`config.mk`:
```
export PLATFORM = sky130hd
export DESIGN_NAME = instruction_aligner_flat
export DESIGN_NICKNAME = d
export VERILOG_FILES = /design/src/rtl/instruction_aligner_if.sv /design/src/rtl/instruction_aligner.sv /design/src/flat_wrapper.sv
export SDC_FILE = /design/constraint.sdc
export NUM_CORES = 1
export LEC_CHECK = 0
export BUFFER_PORTS_ARGS = -buffer_cell sky130_fd_sc_hd__buf_2
export CAP_MARGIN = 15
export CORE_MARGIN = 2
export CORE_UTILIZATION = 61
export CTS_CLUSTER_DIAMETER = 80
export DETAILED_ROUTE_END_ITERATION = 7
export PLACE_DENSITY = 0.87
export REMOVE_ABC_BUFFERS = 1
export SKIP_LAST_GASP = 1
export SYNTH_ARGS = -nofsm -noshare
export SYNTH_HDL_FRONTEND = slang
export SYNTH_SLANG_ARGS = --single-unit
```
`constraint.sdc`:
```
create_clock -name clk -period 9.4 [get_ports clk]
set_input_delay 1.88 -clock clk [delete_from_list [all_inputs] [get_ports clk]]
set_output_delay 1.88 -clock clk [all_outputs]
set_load 0.03 [all_outputs]
```
`src/rtl/instruction_aligner_if.sv`:
```
// rtl/instruction_aligner_if.sv - fetch-word in / instruction out handshake bundle for the aligner
interface instruction_aligner_if #(
    parameter int PC_WIDTH = 32
);
    logic [31:0]         in_word;
    logic                in_valid;
    logic                in_ready;
    logic                flush;
    logic [PC_WIDTH-1:0] flush_pc;
    logic [31:0]         out_instruction;
    logic                out_compressed;
    logic [PC_WIDTH-1:0] out_pc;
    logic                out_valid;
    logic                out_ready;

    // Fetch/redirect side plus instruction consumer, as seen by whoever drives the aligner
    modport master (
        output in_word, in_valid, flush, flush_pc, out_ready,
        input  in_ready, out_instruction, out_compressed, out_pc, out_valid
    );

    // The aligner itself
    modport slave (
        input  in_word, in_valid, flush, flush_pc, out_ready,
        output in_ready, out_instruction, out_compressed, out_pc, out_valid
    );
endinterface

```
`src/rtl/instruction_aligner.sv`:
```
// rtl/instruction_aligner.sv - halfword-queue realigner feeding the RVC decompressor
module instruction_aligner #(
    parameter int          PC_WIDTH = 32,
    parameter logic [31:0] RESET_PC = 32'h0,
    parameter int          BUF_HW   = 4
) (
    input  logic                 clk,
    input  logic                 reset,
    instruction_aligner_if.slave bus
);
    localparam int CW = $clog2(BUF_HW + 1);

    logic [15:0]         hw_q [BUF_HW];
    logic [15:0]         hw_d [BUF_HW];
    logic [CW-1:0]       count_q, count_d;
    logic [PC_WIDTH-1:0] pc_q, pc_d;
    logic                drop_lo_q, drop_lo_d;

    logic                head_c;
    logic                out_valid_w;
    logic                in_ready_w;
    logic [15:0]         push_hw0;
    logic [15:0]         push_hw1;
    int                  cnt;
    int                  pop_n;
    int                  push_n;
    int                  keep;

    // Handshake outputs and next buffer state; outputs only look at registered state and flush
    always_comb begin
        head_c      = (hw_q[0][1:0] != 2'b11);
        cnt         = int'(count_q);
        out_valid_w = !bus.flush && (cnt >= 1) && (head_c || cnt >= 2);
        in_ready_w  = !bus.flush && (cnt <= BUF_HW - 2);

        pop_n  = (out_valid_w && bus.out_ready) ? (head_c ? 1 : 2) : 0;
        push_n = (bus.in_valid && in_ready_w) ? (drop_lo_q ? 1 : 2) : 0;

        // After a redirect to an odd halfword, the lower half of the first word is skipped
        push_hw0 = drop_lo_q ? bus.in_word[31:16] : bus.in_word[15:0];
        push_hw1 = bus.in_word[31:16];

        // Survivors shift down by the popped amount, new halfwords land right after them
        keep = cnt - pop_n;
        for (int i = 0; i < BUF_HW; i++) begin
            hw_d[i] = hw_q[i];
            if (i < keep) begin
                hw_d[i] = hw_q[i + pop_n];
            end else if (i == keep && push_n >= 1) begin
                hw_d[i] = push_hw0;
            end else if (i == keep + 1 && push_n == 2) begin
                hw_d[i] = push_hw1;
            end
        end

        count_d   = CW'(cnt + push_n - pop_n);
        pc_d      = pc_q + PC_WIDTH'(pop_n * 2);
        drop_lo_d = drop_lo_q && (push_n == 0);

        bus.in_ready        = in_ready_w;
        bus.out_valid       = out_valid_w;
        bus.out_compressed  = head_c;
        bus.out_instruction = head_c ? {16'h0000, hw_q[0]} : {hw_q[1], hw_q[0]};
        bus.out_pc          = pc_q;
    end

    // State update: reset, then redirect, then normal push/pop
    always_ff @(posedge clk) begin
        if (reset) begin
            count_q   <= '0;
            pc_q      <= PC_WIDTH'(RESET_PC);
            drop_lo_q <= 1'b0;
        end else if (bus.flush) begin
            count_q   <= '0;
            pc_q      <= {bus.flush_pc[PC_WIDTH-1:1], 1'b0};
            drop_lo_q <= bus.flush_pc[1];
        end else begin
            count_q   <= count_d;
            pc_q      <= pc_d;
            drop_lo_q <= drop_lo_d;
            hw_q      <= hw_d;
        end
    end
endmodule
```
`src/flat_wrapper.sv`:
```
// flat-port wrapper written by rule: the top's interface ports become plain ports
module instruction_aligner_flat 
#(
    parameter int          PC_WIDTH = 32,
    parameter logic [31:0] RESET_PC = 32'h0,
    parameter int          BUF_HW   = 4
)
  (clk, reset, bus_in_word, bus_in_valid, bus_flush, bus_flush_pc, bus_out_ready, bus_in_ready, bus_out_instruction, bus_out_compressed, bus_out_pc, bus_out_valid);
  instruction_aligner_if #(.PC_WIDTH(PC_WIDTH)) bus_i ();
  input  logic clk;
  input  logic reset;
  input wire logic [$bits(bus_i.in_word)-1:0] bus_in_word;
  input wire logic [$bits(bus_i.in_valid)-1:0] bus_in_valid;
  input wire logic [$bits(bus_i.flush)-1:0] bus_flush;
  input wire logic [$bits(bus_i.flush_pc)-1:0] bus_flush_pc;
  input wire logic [$bits(bus_i.out_ready)-1:0] bus_out_ready;
  output wire logic [$bits(bus_i.in_ready)-1:0] bus_in_ready;
  output wire logic [$bits(bus_i.out_instruction)-1:0] bus_out_instruction;
  output wire logic [$bits(bus_i.out_compressed)-1:0] bus_out_compressed;
  output wire logic [$bits(bus_i.out_pc)-1:0] bus_out_pc;
  output wire logic [$bits(bus_i.out_valid)-1:0] bus_out_valid;
  assign bus_i.in_word = bus_in_word;
  assign bus_i.in_valid = bus_in_valid;
  assign bus_i.flush = bus_flush;
  assign bus_i.flush_pc = bus_flush_pc;
  assign bus_i.out_ready = bus_out_ready;
  assign bus_in_ready = bus_i.in_ready;
  assign bus_out_instruction = bus_i.out_instruction;
  assign bus_out_compressed = bus_i.out_compressed;
  assign bus_out_pc = bus_i.out_pc;
  assign bus_out_valid = bus_i.out_valid;
  instruction_aligner #(.PC_WIDTH(PC_WIDTH), .RESET_PC(RESET_PC), .BUF_HW(BUF_HW)) u_core (.clk(clk), .reset(reset), .bus(bus_i));
endmodule
```
==> results of run 1 <==
==> Yosys cell counts (3+ instances only) <==
library cell / count
nor2_1: 73
nand2_1: 66
edfxtp_1: 64
mux2i_1: 57
o21ai_0: 50
a21oi_1: 38
a211oi_1: 36
clkbuf_1: 36
dfxtp_1: 35
nand3_1: 23
o22ai_1: 21
and3_1: 20
inv_1: 20
buf_4: 19
a221oi_1: 16
a221o_1: 15
xnor2_1: 15
o211ai_1: 14
xor2_1: 12
buf_2: 11
nand4_1: 10
nor3_1: 10
buf_1: 9
o221ai_1: 9
or3_1: 6
a211o_1: 5
ha_1: 5
o21a_1: 5
fa_1: 4
nor4_4: 4
a311oi_1: 3
and2_1: 3
nor2b_1: 3
nor4_1: 3
or2_2: 3
==> metrics by stage <==
stage | total power, mW | cells | util | area (sq um)
2_1_floorplan | 0.803 | 674 | - | 6370
3_5_place_dp | 0.940 | 960 | 0.677 | 7340
3_3_place_gp | 0.924 | 960 | 0.677 | 7340
4_1_cts | 1.24 | 976 | 0.697 | 7560
6_report | 1.25 | 977 | 0.700 | 7580
5_1_grt | 1.30 | 977 | 0.700 | 7580
==> layout by cell type, fill, tap and decap left out, types with 10 or more instances in the layout <==
cell type	instances
nand3_1	23
nand2_1	66
dfxtp_1	35
nor2_1	71
o21ai_0	49
xnor2_1	15
nor3_1	10
a211oi_1	36
mux2i_1	57
and3_1	20
nand4_1	10
inv_1	20
o211ai_1	14
a221o_1	15
buf_2	133
o22ai_1	21
a221oi_1	16
buf_4	13
a21oi_1	36
xor2_1	12
edfxtp_1	64
==> routing by layer <==
metal	wire length (um)	share of wire	vias to the layer above	track usage
met5	0	0	-	0
met4	614	0.032	0	0.153
met3	2220	0.11	56	0.0801
met2	9140	0.47	458	0.543
met1	7420	0.38	3002	0.404
li1	-	-	2976	-
==> logic make-up after synthesis <==
| logic type | count (synthesis) |
|---|---|
| adders and majority gates | 9 |
| AOI/OAI and AO/OA | 224 |
| DFF | 99 |
| other | 1 |
| muxes | 59 |
| and+or+nand+nor | 233 |
| xor gates and xnor gates | 27 |
| buffers and inverters | 99 |
==> registers in the layout (all words and copies together) (netlist names) <==
signal	count
u_core.drop_lo_q	1
u_core.count_q	3
u_core.bus.out_pc	31
u_core.hw_q	64
==> layout make-up <==
cell class / count / area share
clock buffer: 10 / 0.0168
clock inverter: 6 / 0.0119
inverter: 22 / 0.0109
multi-input combinational: 553 / 0.487
sequential: 99 / 0.346
tap: 140 / 0.0231
timing repair buffer: 147 / 0.104
==> worst max-delay path, stage by stage <==
cell and delay, ns:
buf_2 0.26, nand2b_1 0.29, nor2_1 0.32, ha_1 0.30, inv_1 0.07, fa_1 0.74, clkinv_1 0.37, nor2_1 0.21
o21a_1 0.89, nor3_1 0.17, nor2_2 0.81
==> worst paths after layout <==
kind | from | to | cells past startpoint
hold reg to reg | u_core.bus.out_pc[28] | u_core.bus.out_pc[28] | 2
setup reg to reg | u_core.hw_q[49] | u_core.hw_q[18] | 9
setup / recovery | bus_flush | u_core.hw_q[18] | 11
hold / removal | u_core.bus.out_pc[28] | u_core.bus.out_pc[28] | 2
==> where the power goes <==
group | leakage, nW | total, mW | internal (mW) | switching, mW
sequential | 0.873 | 0.552 | 0.516 | 0.0357
combinational | 1.79 | 0.389 | 0.133 | 0.256
clock | 0.106 | 0.312 | 0.151 | 0.162
==> qor.txt, run 1 <==
Status -> completed
Chip width -> 109 um
Crit Path Class -> in -> reg
Mux cell area share after synthesis -> 0.0878
Power per standard cell area -> 165 nW/um^2
Post-DRT Antenna Nets -> 0
Drt first pass iters -> 5
Share of layout cells above drive strength 1 -> 0.220
Compound-cell area share of the yosys netlist -> 0.228
Least-Margin Pin Slew -> 1.11 ns
Final worst-path cycle share -> 0.673
Cts bufs inserted -> 9
H-tree levels -> 3
YS warnings -> 0
Crit path capture type -> register
Clk root buf -> clkbuf_8
Maximum VDD drop -> 0.107 mV
Final Routed Wirelength -> 19.4 mm
Vias in the first global route -> 6180
Max Cap Violations -> 0
Core area -> 10800 sq um
Max Slew Vio Count -> 0
Setup Skew -> 0.0227 ns
EDFF count, synth -> 64
Initial antenna violation count -> 0
Crit path time final -> 6.32 ns
Reg clk slew, reported paths -> 0.09 ns
Ant. Diodes -> 0
Min Hold Slack -> 0.545 ns
Post-Syn Area per Cell -> 8.99 sq um
Clock sink count -> 99
RSZ-0062 raised after global routing -> false
CP Data Required Time -> 9.41 ns
Post CTS Setup Buffer Count -> 0
Adder-Cell Fraction of Synth Area -> 0.0211
Setup WS pre-CTS -> 2.75 ns
Max_slew headroom -> 0.259
Area grow syn2layout -> 12.3%
Overflow after GRT -> 0
Hold/Removal Path Class -> reg -> reg
Leak -> 2.77 nW
Nets -> 910
CP Max Fanout -> 29
Async SR Flop Fraction -> 0
Multi-input gate area -> 3700 sq um
Setup TNS -> 0 ns
Row cnt -> 38
CTS tree -> done
Cts repair resizes -> 0
Post-synthesis cell type count -> 58
Critical Path Source Type -> primary input
Largest net degree at the start of global routing -> 90
#FFs+latches synth -> 99
Via Count -> 6492
Largest area contributor in the netlist -> edfxtp_1
R2r setup slk -> 3.56 ns
Global Route Usage Sum -> 0.328
Post-DP HPWL -> 12.4 mm
Detailed Route Iter0 Violations -> 732
Post-Syn Area -> 6760 sq um
Commonest register cell after synthesis -> edfxtp_1
IO buf count -> 133
Largest family of logic cells by synthesized area -> compound AO/OA/AOI/OAI gates
Worst Setup Slack, final -> 3.08 ns
Setup Viol. Count Final -> 0
Seq/Total Area, Yosys -> 0.388
Die area -> 11900 sq um
Synth Area in Simple Gates -> 0.169
Fmax -> 158 MHz
Placer Congestion -> 0.901
Max Buffers Root-to-Sink -> 2
Clock latency on the worst-skew pair -> 0.40 ns
Register area -> 2620 sq um
Layout filler cell count -> 825
DR vias/cell -> 6.64
Remaining DRCs -> 0
WP data arrival -> 6.34 ns
Final Hold Vio Count -> 0
Top cells by area, synth -> edfxtp_1 (28%), dfxtp_1 (10%), mux2i_1 (8.4%), nor2_1 (4.1%), a211oi_1 (4.0%)
Cells after Synth -> 751
WL/cell -> 19.9 um
First-pass GRT wire length -> 30.3 mm
Synth top area share -> 0.284
Hold buffer count at cts -> 0
XOR/XNOR Fraction of Synth Area -> 0.0350
Starting Density -> 0.623
Die height -> 109 um
IO Pins -> 136
Note: power is estimated with default switching activity, not from simulation.
==> run 2, diff against run 1 <==
CORE_UTILIZATION = 56   (was 61)
PLACE_DENSITY = 0.81   (was 0.87)
clock period = 6 ns   (was 9.4 ns; I/O delays follow)
==> run 2 against run 1 <==
  * Via count grew 0.74%
  * Global-route usage is 2.2 points lower
  * Worst setup slack worse by 1.7 ns
  * Largest power group unchanged
  * Highest routed layer unchanged
==> qor.txt, run 2 (synthesized netlist as in run 1, its figures left out) <==
IO buf count -> 133 (unchanged)
Largest net degree at the start of global routing -> 47 (-48%)
Min Hold Slack -> 0.551 ns (+0.00591 ns)
WL/cell -> 19.9 um (+0.48%)
Switching part of the total -> 0.349 (-0.0124)
Psw -> 0.721 mW (+59%)
Worst Setup Slack, final -> 1.36 ns (-1.71 ns)
Starting Density -> 0.567 (-0.0560)
Overflow after GRT -> 0 (unchanged)
Core area -> 11900 sq um (+9.9%)
H-tree levels -> 3 (unchanged)
Detailed Route Iter0 Violations -> 882 (+20%)
CP Data Required Time -> 6.11 ns (-3.30 ns)
P_int -> 1.34 mW (+68%)
Reg2Reg Depth -> 11 (+2)
Setup TNS -> 0 ns (unchanged)
Vias in the first global route -> 6259 (+1.3%)
Power share of the clock group -> 0.282 (+0.033)
Reg clk slew, reported paths -> 0.07 ns (-0.02 ns)
Setup Skew -> 0.0107 ns (-0.0119 ns)
Die height -> 114 um (+4.2%)
Combinational Power Share -> 0.303 (-0.007)
Largest register FFs -> 64 (unchanged)
Setup Viol. Count Final -> 0 (unchanged)
Max Buffers Root-to-Sink -> 2 (unchanged)
Maximum VDD drop -> 0.162 mV (+52%)
Final Cell Area -> 7710 sq um (+1.7%)
CP bufs+invs -> 3 (unchanged)
Final Routed Wirelength -> 19.8 mm (+2.2%)
WP data arrival -> 4.75 ns (-1.59 ns)
Sequential Power Share -> 0.415 (-0.025)
Power per standard cell area -> 268 nW/um^2 (+62%)
Critical R2R Launch -> u_core.count_q[2]
Most common cell on crit path -> nand2b_1
Cts bufs inserted -> 9 (unchanged)
Post-DRT Antenna Nets -> 0 (unchanged)
Setup WS pre-CTS -> 1.14 ns (-1.60 ns)
CTS tree -> done
Placed cells -> 979 (+2.0%)
Remaining DRCs -> 0 (unchanged)
Initial antenna violation count -> 0 (unchanged)
Max Cap Violations -> 0 (unchanged)
IO Pins -> 136 (unchanged)
Commonest non-fill, non-tap cell in the layout -> buf_2
First-pass GRT wire length -> 31.4 mm (+3.5%)
Total chip power -> 2.07 mW (+65%)
Chip width -> 114 um (+4.2%)
Post-DP HPWL -> 13.1 mm (+5.8%)
RR Endpoint -> u_core.hw_q[60]
Final Hold Vio Count -> 0 (unchanged)
Crit path time final -> 4.64 ns
Final instance count without filler cells -> 994 (+1.7%)
Commonest cells after routing, fill and taps aside -> buf_2 (133), nor2_1 (73), nand2_1 (66)
Hold/Removal Path Class -> reg -> reg
Row cnt -> 40 (+5.3%)
Min-Delay Endpoint -> u_core.bus.out_pc[28]
Max Slew Vio Count -> 0 (unchanged)
Leak -> 2.85 nW (+2.8%)
Post CTS Setup Buffer Count -> 0 (unchanged)
Util after Layout -> 0.648 (-0.0521)
Nets -> 921 (+1.2%)
Critical path, cell by cell -> buf_2 -> nand2b_1 -> nor2_1 -> ha_1 -> inv_1 -> fa_1 -> nand2b_1 -> o21ai_1 -> buf_4 -> a211oi_1 -> a221o_1
Fmax -> 216 MHz
Post-DP Area -> 7430 sq um (+1.2%)
Hold Path Depth -> 2 (unchanged)
Reg with most FFs -> u_core.hw_q
R2r setup slk -> 1.38 ns (-2.18 ns)
Critical Path Source Type -> primary input
Crit path capture type -> register
DR vias/cell -> 6.58 (-0.98%)
Clock sink count -> 99 (unchanged)
Clock latency on the worst-skew pair -> 0.36 ns (-0.04 ns)
Via Count -> 6540 (+0.74%)
Share of layout cells above drive strength 1 -> 0.224 (+0.00449)
Placer Congestion -> 0.892 (-1.0%)
Cts repair resizes -> 0 (unchanged)
Global Route Usage Sum -> 0.306 (-0.0223)
Drt first pass iters -> 7 (+2)
Ant. Diodes -> 0 (unchanged)
Die area -> 13000 sq um (+8.6%)
Least-Margin Pin Slew -> 1.10 ns (-0.0136 ns)
Top cell family by delay on the critical path -> compound AO/OA/AOI/OAI gates
RSZ-0062 raised after global routing -> false
Hold buffer count at cts -> 0 (unchanged)
Area grow syn2layout -> 14.2%
CP Max Fanout -> 10 (-66%)
Final worst-path cycle share -> 0.773
Max_slew headroom -> 0.268 (+0.00907)
Slowest Stage Delay on Critical Path -> 0.72 ns (-0.17 ns)
Hold path start -> u_core.bus.out_pc[28]
Clk root buf -> clkbuf_16
Critical path's slowest cell -> o21ai_1
Status -> completed
Crit Path Class -> in -> reg
-- run 2: cell types whose count changed in the layout (fill, tap and decap cells not counted), sizes merged --
cell    previous run  this run
buf              147       158
bufinv             2         1
-- run 2: layout make-up --
| cell class | count | area [sq um] |
|---|---|---|
| clock buffers | 10 | 229 |
| clock inverters | 5 | 55.1 |
| fillers | 973 | 4200 |
| inverters | 22 | 82.6 |
| multi-input cells | 553 | 3690 |
| flip-flops and latches | 99 | 2620 |
| well taps | 147 | 184 |
| repair buffers | 158 | 853 |
-- run 2: routing by layer --
metal	GRT usage	wire length, um	vias up	part of all wire
li1	-	-	3001	-
met1	0.381	7810	3031	0.39
met2	0.507	9380	441	0.47
met3	0.0680	2040	67	0.10
met4	0.146	604	0	0.030
met5	0	0	-	0
-- run 2: worst register-to-register path: cells and delay by family, from the launching register on --
family | cells | cell delay, ns
AOI/OAI and AO/OA | 4 | 1.65
adders and majority gates | 2 | 0.89
buffers and inverters | 2 | 0.42
DFF | 1 | 0.46
and+or+nand+nor | 3 | 0.95
-- run 2: worst max-delay path by stage --
stage | from | to | slack [ns] | cells past startpoint
finish | bus_flush | u_core.hw_q[60] | 1.36 | 11
detailed placement | bus_flush | u_core.hw_q[4] | 1.14 | 10
floorplan | u_core.hw_q[48] | u_core.hw_q[0] | -0.89 | 11
global placement | bus_flush | u_core.hw_q[6] | 1.24 | 10
CTS | bus_flush | u_core.hw_q[60] | 1.48 | 11
global route | bus_flush | u_core.hw_q[11] | 1.16 | 10
-- run 2: power groups by stage --
stage          Combinational (mW)  Sequential (mW)  Clock, mW
6_report                    0.626            0.857      0.582
4_1_cts                     0.614            0.855      0.590
3_5_place_dp                0.611            0.869          0
3_3_place_gp                0.587            0.866          0
2_1_floorplan               0.349            0.909          0
5_1_grt                     0.673            0.863      0.608
